## src/rtl/ifetch_pkg.sv

```systemverilog
// Shared types and constants for the instruction fetch stage.
package ifetch_pkg;

    // Canonical RISC-V NOP (addi x0,x0,0), substituted for faulting fetches.
    localparam logic [31:0] NOP_INSTR_WORD = 32'h0000_0013;

    // Fetch FSM states.
    typedef enum logic [2:0] {
        IDLE  = 3'd0,
        REQ   = 3'd1,
        WAIT  = 3'd2,
        VALID = 3'd3,
        DROP  = 3'd4
    } fetch_state_e;

    // A fetch address is usable on the bus only if it is word aligned.
    function automatic logic is_word_aligned(input logic [1:0] lsbs);
        return (lsbs == 2'b00);
    endfunction

endpackage

```

## src/rtl/ifetch.sv

```systemverilog
// Instruction fetch stage: launches one imem transaction per fetch request,
// holds the result for decode behind a valid/ready handshake, stalls the PC
// while a fetch is outstanding and discards responses after a redirect.
module ifetch #(
    parameter int unsigned            XLEN      = 32,
    parameter logic [XLEN-1:0]        NOP_INSTR = XLEN'(ifetch_pkg::NOP_INSTR_WORD)
) (
    input  logic            clk,
    input  logic            rst,
    input  logic [XLEN-1:0] pc,
    input  logic            fetch_en,
    input  logic            flush,
    output logic            imem_req,
    output logic [XLEN-1:0] imem_addr,
    input  logic            imem_gnt,
    input  logic            imem_rvalid,
    input  logic [XLEN-1:0] imem_rdata,
    output logic [XLEN-1:0] instr,
    output logic [XLEN-1:0] instr_pc,
    output logic            instr_fault,
    output logic            instr_valid,
    input  logic            instr_ready,
    output logic            stall
);

    import ifetch_pkg::*;

    fetch_state_e    state_q, state_d;
    logic [XLEN-1:0] addr_q, addr_d;
    logic            flush_q, flush_d;
    logic [XLEN-1:0] instr_q, instr_d;
    logic [XLEN-1:0] instr_pc_q, instr_pc_d;
    logic            instr_fault_q, instr_fault_d;
    logic            redirect_seen;

    // A redirect seen now or during an earlier REQ cycle poisons the transaction.
    assign redirect_seen = flush | flush_q;

    // Next-state and next-register computation for the fetch FSM.
    always_comb begin
        state_d       = state_q;
        addr_d        = addr_q;
        flush_d       = flush_q;
        instr_d       = instr_q;
        instr_pc_d    = instr_pc_q;
        instr_fault_d = instr_fault_q;

        case (state_q)
            IDLE: begin
                if (fetch_en && !flush) begin
                    if (is_word_aligned(pc[1:0])) begin
                        addr_d  = pc;
                        state_d = REQ;
                    end else begin
                        instr_pc_d    = pc;
                        instr_d       = NOP_INSTR;
                        instr_fault_d = 1'b1;
                        state_d       = VALID;
                    end
                end
            end

            REQ: begin
                // The request cannot be withdrawn, so a redirect is only
                // remembered here and acted on once the grant arrives.
                if (flush) begin
                    flush_d = 1'b1;
                end
                if (imem_gnt) begin
                    state_d = redirect_seen ? DROP : WAIT;
                end
            end

            WAIT: begin
                if (imem_rvalid) begin
                    if (redirect_seen) begin
                        state_d = IDLE;
                    end else begin
                        instr_d       = imem_rdata;
                        instr_pc_d    = addr_q;
                        instr_fault_d = 1'b0;
                        state_d       = VALID;
                    end
                end else if (flush) begin
                    state_d = DROP;
                end
            end

            DROP: begin
                if (imem_rvalid) begin
                    state_d = IDLE;
                end
            end

            VALID: begin
                if (instr_ready || flush) begin
                    instr_fault_d = 1'b0;
                    state_d       = IDLE;
                end
            end

            default: begin
                state_d = IDLE;
            end
        endcase

        // The sticky redirect flag never survives into a new transaction.
        if (state_d == IDLE) begin
            flush_d = 1'b0;
        end
    end

    // State and output registers with synchronous reset.
    always_ff @(posedge clk) begin
        if (rst) begin
            state_q       <= IDLE;
            addr_q        <= '0;
            flush_q       <= 1'b0;
            instr_q       <= NOP_INSTR;
            instr_pc_q    <= '0;
            instr_fault_q <= 1'b0;
        end else begin
            state_q       <= state_d;
            addr_q        <= addr_d;
            flush_q       <= flush_d;
            instr_q       <= instr_d;
            instr_pc_q    <= instr_pc_d;
            instr_fault_q <= instr_fault_d;
        end
    end

    // Bus and decode-facing outputs decoded from the registered state.
    always_comb begin
        imem_req    = (state_q == REQ);
        imem_addr   = addr_q;
        instr       = instr_q;
        instr_pc    = instr_pc_q;
        instr_fault = instr_fault_q;
        instr_valid = (state_q == VALID);
        stall       = fetch_en & ~((state_q == VALID) & instr_ready);
    end

endmodule

```

## config.mk

```make
export PLATFORM = sky130hd
export DESIGN_NAME = ifetch
export DESIGN_NICKNAME = d
export VERILOG_FILES = /design/src/rtl/ifetch_pkg.sv /design/src/rtl/ifetch.sv
export SDC_FILE = /design/constraint.sdc
export NUM_CORES = 1
export LEC_CHECK = 0
export CORE_UTILIZATION = 45
export DETAILED_ROUTE_END_ITERATION = 10
export PLACE_DENSITY_LB_ADDON = 0.05
export SYNTH_ARGS = -nofsm -noshare
export SYNTH_HDL_FRONTEND = slang
export SYNTH_SLANG_ARGS = --single-unit
```

## constraint.sdc

```tcl
create_clock -name clk -period 4.7 [get_ports clk]
set_input_delay 1.41 -clock clk [delete_from_list [all_inputs] [get_ports clk]]
set_output_delay 1.41 -clock clk [all_outputs]
set_load 0.005 [all_outputs]
```

# After elaboration in Yosys (flattened, before gate mapping)
# Cells that the tools add are included.
# Widths: inputs -> output; s select.
[classes] eq_ne=9 n_reduce_logical=13 n_mux=26 bitwise=4
[op_table] cell="$mux 32" n=8
[op_table] cell="$pmux 32 s2" n=2
[op_table] cell="$mux 3" n=7
[op_table] cell="$pmux 3 s5" n=1
[op_table] cell="$ne 2x2->1 const B" n=4
[op_table] cell="$eq 3x2->1 const B" n=2
[op_table] cell="$logic_not 3->1" n=2
[op_table] cell="$reduce_and 6->1" n=1
[op_table] cell="$mux 1" n=5
[op_table] cell="$reduce_and 5->1" n=1
[op_table] cell="$mux 2" n=2
[op_table] cell="$eq 3x1->1 const B" n=1
[op_table] cell="$eq 3x3->1 const B" n=1
[op_table] cell="$pmux 1 s3" n=1
[op_table] cell="$reduce_and 3->1" n=1
[op_table] cell="$reduce_bool 3->1" n=1
[op_table] cell="$and 1x1->1" n=2
[op_table] cell="$logic_not 2->1" n=1
[op_table] cell="$ne 2x1->1 const B" n=1
[op_table] cell="$reduce_and 2->1" n=1
[op_table] cell="$reduce_bool 2->1" n=1
[op_table] cell="$reduce_or 2->1" n=1
[op_table] cell="$logic_and 1x1->1" n=1
[op_table] cell="$logic_not 1->1" n=1
[op_table] cell="other kinds (3)" n=3
[word_totals] wordCells=58 out_inout_bits=100 input_bits=71 ff_bits=101

# Longest topological paths before layout
[depth] word_depth=6 ltp_mapped=7 mapped_depth_nobuf=4

# Worst setup path after synthesis
# OpenSTA, ideal clock, no wires.
[synth_path] path_type="input -> output" from="input fetch_en" to="output stall" setup_slack_ps=1685 required_time_ps=3290 n_path_buf=0 arrival_time_ps=1605 path_stages=1 cell_sequence="a21boi_0"
[synth_between] elab_chain_cells=1
[synth_rtl] element="start: declaration" line_no="ifetch.sv:11" source="input logic fetch_en,"
[synth_rtl] element="$and 1x1->1" line_no="ifetch.sv:140" source="stall = fetch_en & ~((state_q == VALID) & instr_ready);"
[synth_rtl] element="end: declaration" line_no="ifetch.sv:23" source="output logic stall"
# No other way between the ends.

# Final worst setup path
# Ends and elaborated chain as after synthesis.

==> metrics.log <==
[metrics] maximum number of pins on one net before global-route repair: a little over 100
[metrics] remaining antenna violation count: 0
[metrics] Crit. Startpoint: fetch_en
[metrics] post-place setup slack: 0.638 ns
[metrics] count of cells along the worst register-to-register path: 6
[metrics] total CTS buffers: 9
[metrics] R2R Path Start: state_q[1]$_SDFF_PP0_
[metrics] weighted congestion reported at the end of routability-driven placement: between 0.8 and 0.9
[metrics] final setup violation count: 0
[metrics] sequential cell area fraction in the yosys report: 47.8%
[metrics] type of the worst min-delay path: reg2reg
[metrics] share of flip-flops with an asynchronous set or reset after synthesis: 0%
[metrics] post-placement cell count: roughly 750
[metrics] total wire length after detailed routing: 12700 um
[metrics] proportion of power drawn by the clock network: between 30% and 40%
[metrics] Pint: roughly 0.0014 W
[metrics] Total Nets Final: 726
[metrics] top cells by area, synth: sky130_fd_sc_hd__dfxtp_1, sky130_fd_sc_hd__a21oi_1, sky130_fd_sc_hd__nand2_1
[metrics] Starting Density: between 40% and 50%
[metrics] global-route wire length before repair: 19800 um
[metrics] sequential share of power: between 40% and 50%
[metrics] met2 WL: around 6300 um
[metrics] Pwr per Cell Area: ~310 nW/um^2
[metrics] clock tree from TritonCTS: yes
[metrics] CP Max Fanout: 3
[metrics] floorplan core area: slightly below 9000 um^2
[metrics] number of flops mapped to enable cells by yosys: 0
[metrics] via count normalized by instance count: about 5.7
[metrics] peak supply drop: between 150 and 200 uV
[metrics] maximum clock frequency: 0.247 GHz
[metrics] worst relative slew slack: between 20% and 30%
[metrics] hold violation total from the final report: 0
[metrics] FF/Latch Area: ~2000 um^2
[metrics] count of TritonRoute iterations in the first routing pass: 4
[metrics] number of warning messages in the yosys log: 0
[metrics] post-layout total power: 0.00190 W
[metrics] final worst setup slack: about 0.65 ns
[metrics] initial antenna violation count: 0
[metrics] die area: around 10000 um^2
[metrics] transition at the pin with the smallest max-transition slack: approximately 1.2 ns
[metrics] sum of met3 wire segment lengths after detailed routing: 859 um
[metrics] number of global-route vias before repair: 4075
[metrics] Total Negative Setup Slacks: 0 ns
[metrics] arrival time of data at the critical path endpoint: between 2 and 3 ns
[metrics] number of setup buffers added after CTS: 0
[metrics] Syn Nets: 590
[metrics] Worst R2R Setup Slack: about 2.1 ns
[metrics] total net switching power: approximately 0.0005 W
[metrics] vertical extent of the die: slightly below 100 um
[metrics] RR Endpoint: flush_q$_SDFFE_PP0P_
[metrics] Comb pwr share: 20.7%
[metrics] Die X-Extent: a little under 100 um
[metrics] Placement Rows: 34
[metrics] DRC violations left: 0
[metrics] fraction of layout instances using a drive strength above 1: under 10%
[metrics] min cycle time layout: between 4 and 5 ns
[metrics] footprint of the multi-input gates: just under 2000 um^2
[metrics] Global Route Usage Sum: 25.3%
[metrics] clock-pin slew of the registers on the worst-case setup and hold paths: 0.09 ns
[metrics] capture point of the critical path: stall
[metrics] Top Metal Used: met4
[metrics] synthesis-stage register bit count: between 100 and 150
[metrics] cell type contributing the most total cell area after synthesis: sky130_fd_sc_hd__dfxtp_1
[metrics] wire length on met1: 5280 um
[metrics] kind of end point of the critical path: output port
[metrics] average detailed-routed wire length per instance: 16.5 um
[metrics] final clock period utilization by the worst path: 86.3%
[metrics] switch share: roughly 27%
[metrics] fill cell count: between 700 and 800
[metrics] PortBufs: 170
[metrics] unrepaired setup endpoints after global routing: false
[metrics] Boundary Pins: roughly 170
[metrics] mapped cell area: approximately 4200 um^2
[metrics] post-route non-filler standard cell count: roughly 770
[metrics] Worst EP required: about 3.3 ns
[metrics] total global routing overflow: 0
[metrics] cell types with the highest counts after synthesis: sky130_fd_sc_hd__nand2_1, sky130_fd_sc_hd__dfxtp_1, sky130_fd_sc_hd__a21oi_1, sky130_fd_sc_hd__a311oi_1
[metrics] type of origin of the critical path: primary input
[metrics] number of instances resized during post-cts repair: 0
[metrics] Iter 0 DRT Violations: around 220
[metrics] clock latency of the later-clocked register in the worst-skew pair: between 0.3 and 0.4 ns
[metrics] maximum number of buffers from clock root to sink: 2
[metrics] Most used DFF post-synth: sky130_fd_sc_hd__dfxtp_1
[metrics] worst-case clock skew: between 0.008 and 0.009 ns
[metrics] CTS HTree Levels: 3
[metrics] estimated wirelength of the detail-placed design: around 8100 um
[metrics] Antenna diodes: 0
[metrics] type of the worst setup path: in2out
[metrics] leakage dissipation: 2.02 nW
[metrics] most common cell in the synthesized netlist: sky130_fd_sc_hd__nand2_1
[metrics] max-cap violations: 0
[metrics] total clock sinks: 101
[metrics] instance count of the mapped netlist: about 520
[metrics] Root Buffer Master: sky130_fd_sc_hd__clkbuf_8
[metrics] area share of the largest cell type after synthesis: around 48%
[metrics] Mean Syn Cell Area: between 8 and 9 um^2
[metrics] final count of pins violating max slew: 0
[metrics] status: completed
[metrics] number of hold-repair buffers added at the cts stage: 0
[metrics] Area Overhead vs Synth: 44.0%
[metrics] Hold WS: ~0.48 ns
[metrics] via count: around 4300
[metrics] number of different library cells in the post-synthesis netlist: 40
placed cells by master, fill, tap and decap left out, types with 2 or more instances in the layout:
cell / n
sky130_fd_sc_hd__o21ai_0: 29
sky130_fd_sc_hd__nand2_1: 125
sky130_fd_sc_hd__a311oi_1: 32
sky130_fd_sc_hd__nand2b_1: 3
sky130_fd_sc_hd__dfxtp_1: 101
sky130_fd_sc_hd__o211ai_1: 2
sky130_fd_sc_hd__o21bai_1: 3
sky130_fd_sc_hd__nand4_1: 29
sky130_fd_sc_hd__bufinv_16: 2
sky130_fd_sc_hd__nor3b_1: 3
sky130_fd_sc_hd__nor2_1: 7
sky130_fd_sc_hd__nor3b_2: 2
sky130_fd_sc_hd__and3_1: 2
sky130_fd_sc_hd__nand3_1: 2
sky130_fd_sc_hd__nand3b_1: 2
sky130_fd_sc_hd__a31oi_1: 2
sky130_fd_sc_hd__nor3_1: 3
sky130_fd_sc_hd__buf_4: 11
sky130_fd_sc_hd__a21oi_1: 96
sky130_fd_sc_hd__clkbuf_8: 9
sky130_fd_sc_hd__clkbuf_1: 2
sky130_fd_sc_hd__nor4_1: 3
sky130_fd_sc_hd__clkdlybuf4s50_1: 169
kinds of logic (layout without fill, tap and decap cells):
logic type | count (synthesis) | count (layout) | synth area share [%]
AOI/OAI and AO/OA | 172 | 172 | 24.6
and+or+nand+nor | 189 | 189 | 21.0
muxes | 1 | 1 | 0.237
DFF | 101 | 101 | 47.8
buffers and inverters | 56 | 196 | 6.39
metrics by stage:
step | cell area, um^2 | util [%]
2_1_floorplan | 4230 | -
3_3_place_gp | 5880 | 66.2
3_5_place_dp | 5880 | 66.2
4_1_cts | 6090 | 68.5
5_1_grt | 6090 | 68.5
6_report | 6090 | 68.5
final cells by class:
type,count,share of cell area (%)
timing repair buffer,180,29.1
sequential,101,33.2
clock buffer,11,2.16
multi-input combinational,362,32.0
tap,108,2.22
clock inverter,4,1.21
inverter,1,0.0617
power groups by stage:
| stage | Combinational, W | Sequential [W] | Clock, W |
|---|---|---|---|
| floorplan | 0.000205 | 0.000944 | 0 |
| global placement | 0.000386 | 0.000947 | 0 |
| finish | 0.000394 | 0.000928 | 0.000576 |
| detailed placement | 0.000394 | 0.000948 | 0 |
| global route | 0.000426 | 0.000934 | 0.000629 |
| CTS | 0.000394 | 0.000928 | 0.000593 |
sequential cells by signal, indices dropped and copies added (netlist names):
name	flops
instr_fault	1
imem_addr	32
instr_pc	32
instr	32
state_q	3
flush_q	1
worst max-delay path, stage by stage:
cell and delay [ns]:
sky130_fd_sc_hd__clkdlybuf4s50_1 0.49, sky130_fd_sc_hd__a21boi_0 0.21, sky130_fd_sc_hd__clkdlybuf4s50_1 0.53
worst min path at each step:
| stage | startpoint | to | slack (ns) | cells after the start |
|---|---|---|---|---|
| 2_1_floorplan | imem_addr[10]$_SDFFE_PP0P_ | imem_addr[10]$_SDFFE_PP0P_ | 0.47 | 2 |
| 6_report | imem_addr[6]$_SDFFE_PP0P_ | imem_addr[6]$_SDFFE_PP0P_ | 0.48 | 2 |
| 3_5_place_dp | instr[5]$_SDFFE_PP0P_ | instr[5]$_SDFFE_PP0P_ | 0.46 | 2 |
| 5_1_grt | instr[25]$_SDFFE_PP0P_ | instr[25]$_SDFFE_PP0P_ | 0.49 | 2 |
| 3_3_place_gp | imem_addr[3]$_SDFFE_PP0P_ | imem_addr[3]$_SDFFE_PP0P_ | 0.46 | 2 |
| 4_1_cts | imem_addr[17]$_SDFFE_PP0P_ | imem_addr[17]$_SDFFE_PP0P_ | 0.48 | 2 |
per-layer routing:
layer,global-route usage (%),up-vias
met4,7.58,0
li1,-,2122
met1,30.6,2051
met2,43.0,158
met3,8.23,18
met5,0,-
Note: power is estimated with default switching activity, not from simulation.
==> RTL edit (same flow settings) <==
Take the reset off `addr_q` and `instr_pc_q` and load them in a clocked block of their own.
--- a/src/rtl/ifetch.sv
+++ b/src/rtl/ifetch.sv
@@ -115,17 +115,18 @@
         if (rst) begin
             state_q       <= IDLE;
-            addr_q        <= '0;
             flush_q       <= 1'b0;
             instr_q       <= NOP_INSTR;
-            instr_pc_q    <= '0;
             instr_fault_q <= 1'b0;
         end else begin
             state_q       <= state_d;
-            addr_q        <= addr_d;
             flush_q       <= flush_d;
             instr_q       <= instr_d;
-            instr_pc_q    <= instr_pc_d;
             instr_fault_q <= instr_fault_d;
         end
+    end
+
+    always_ff @(posedge clk) begin
+        addr_q     <= addr_d;
+        instr_pc_q <= instr_pc_d;
     end
 
Formal check against the unedited RTL: not equivalent (Yosys sat finds a counterexample within 4 cycles, from zero or initial values and one cycle with rst high).
==> RTL edit against the unedited design <==
  * Worst setup slack better by 69 ps
  * Sequential cell count stayed put
  * Total power is 10% lower
  * Synthesized area is 10% lower
  * Synthesized cell count is 49% lower
  * Count of clock-buffer cells in the layout is 2 lower
  * Routed wire length is 32% lower
  * Cell area is 5.0% lower
  * Non-clock buffer count is 5 lower
==> RTL edit: results (changes against the unedited design) <==
* Vias in the first global route at 2786 (was 4075)
* P_leak at 2.000 nW (was 2.021 nW)
* Met1 wire length at 3.511 mm (was 5.278 mm)
* Nets at 508 (was 726)
* Post-Layout Cell Count at 547 (was 767)
* Net count after synthesis at 338 (was 590)
* Largest net degree at the start of global routing at 36 (was 102)
* GRT met3 Usage at 7.362% (was 8.227%)
* Worst VDD drop at 0.1733 mV (was 0.1770 mV)
* Clock skew at 15.47 ps (was 8.550 ps)
* FF-to-FF End: instr_pc[7] (was flush_q)
* Share of cells above drive strength 1 at 13.35% (was 4.856%)
* Worst path max stage delay at 510 ps (was 530 ps)
* WL met3 at 865 µm (was 859 µm)
* Tightest Pin Transition at 1060 ps (was 1176 ps)
* Run status: completed (unchanged)
* Ys flop type: edfxtp_1 (was dfxtp_1)
* # fillers at 626 (was 735)
* Detail Route met2 WL at 4.139 mm (was 6.309 mm)
* HP Start: instr[8] (was imem_addr[6])
* GRT met1 Usage at 24.32% (was 30.56%)
* Internal power at 1.306 mW (was 1.383 mW)
* Top post-synthesis cells by count: edfxtp_1, nor2_1, dfxtp_1 (was nand2_1, dfxtp_1, a21oi_1)
* Reg power frac at 58.2% (was 48.9%)
* Cells after DPL at 531 (was 752)
* Reg2reg setup slack at 2450 ps (was 2140 ps)
* Cells after Synth at 267 (was 519)
* Number of vias per cell at 5.155 (was 5.670)
==> RTL edit: cells by family after synthesis <==
kind of cell	synth area share [%]
compound gates	9.049
buf+inv	2.402
flops	70.02
simple gates	8.787
mux	9.740
==> RTL edit: how the worst max path moves through the flow <==
stage | end | slack, ps | depth (start not counted)
4_1_cts | stall | 700 | 3
3_3_place_gp | stall | 710 | 3
6_report | stall | 710 | 3
3_5_place_dp | stall | 700 | 3
2_1_floorplan | imem_addr[0] | 40 | 4
5_1_grt | stall | 640 | 3
==> RTL edit: metrics by stage <==
step                cell area [µm²]  setup WS (ps)
floorplan                      3802          43.19
global route                   5784          640.3
global placement               5604          707.0
finish                         5784          714.4
detailed placement             5604          702.0
CTS                            5784          702.0
==> RTL edit: final cells by class <==
type / count / area share, %
inverters: 3 / 0.1947
well taps: 105 / 2.271
multi-input cells: 147 / 18.32
clock buffers: 9 / 2.141
clock inverters: 7 / 0.9734
repair buffers: 175 / 30.07
flip-flops and latches: 101 / 46.03
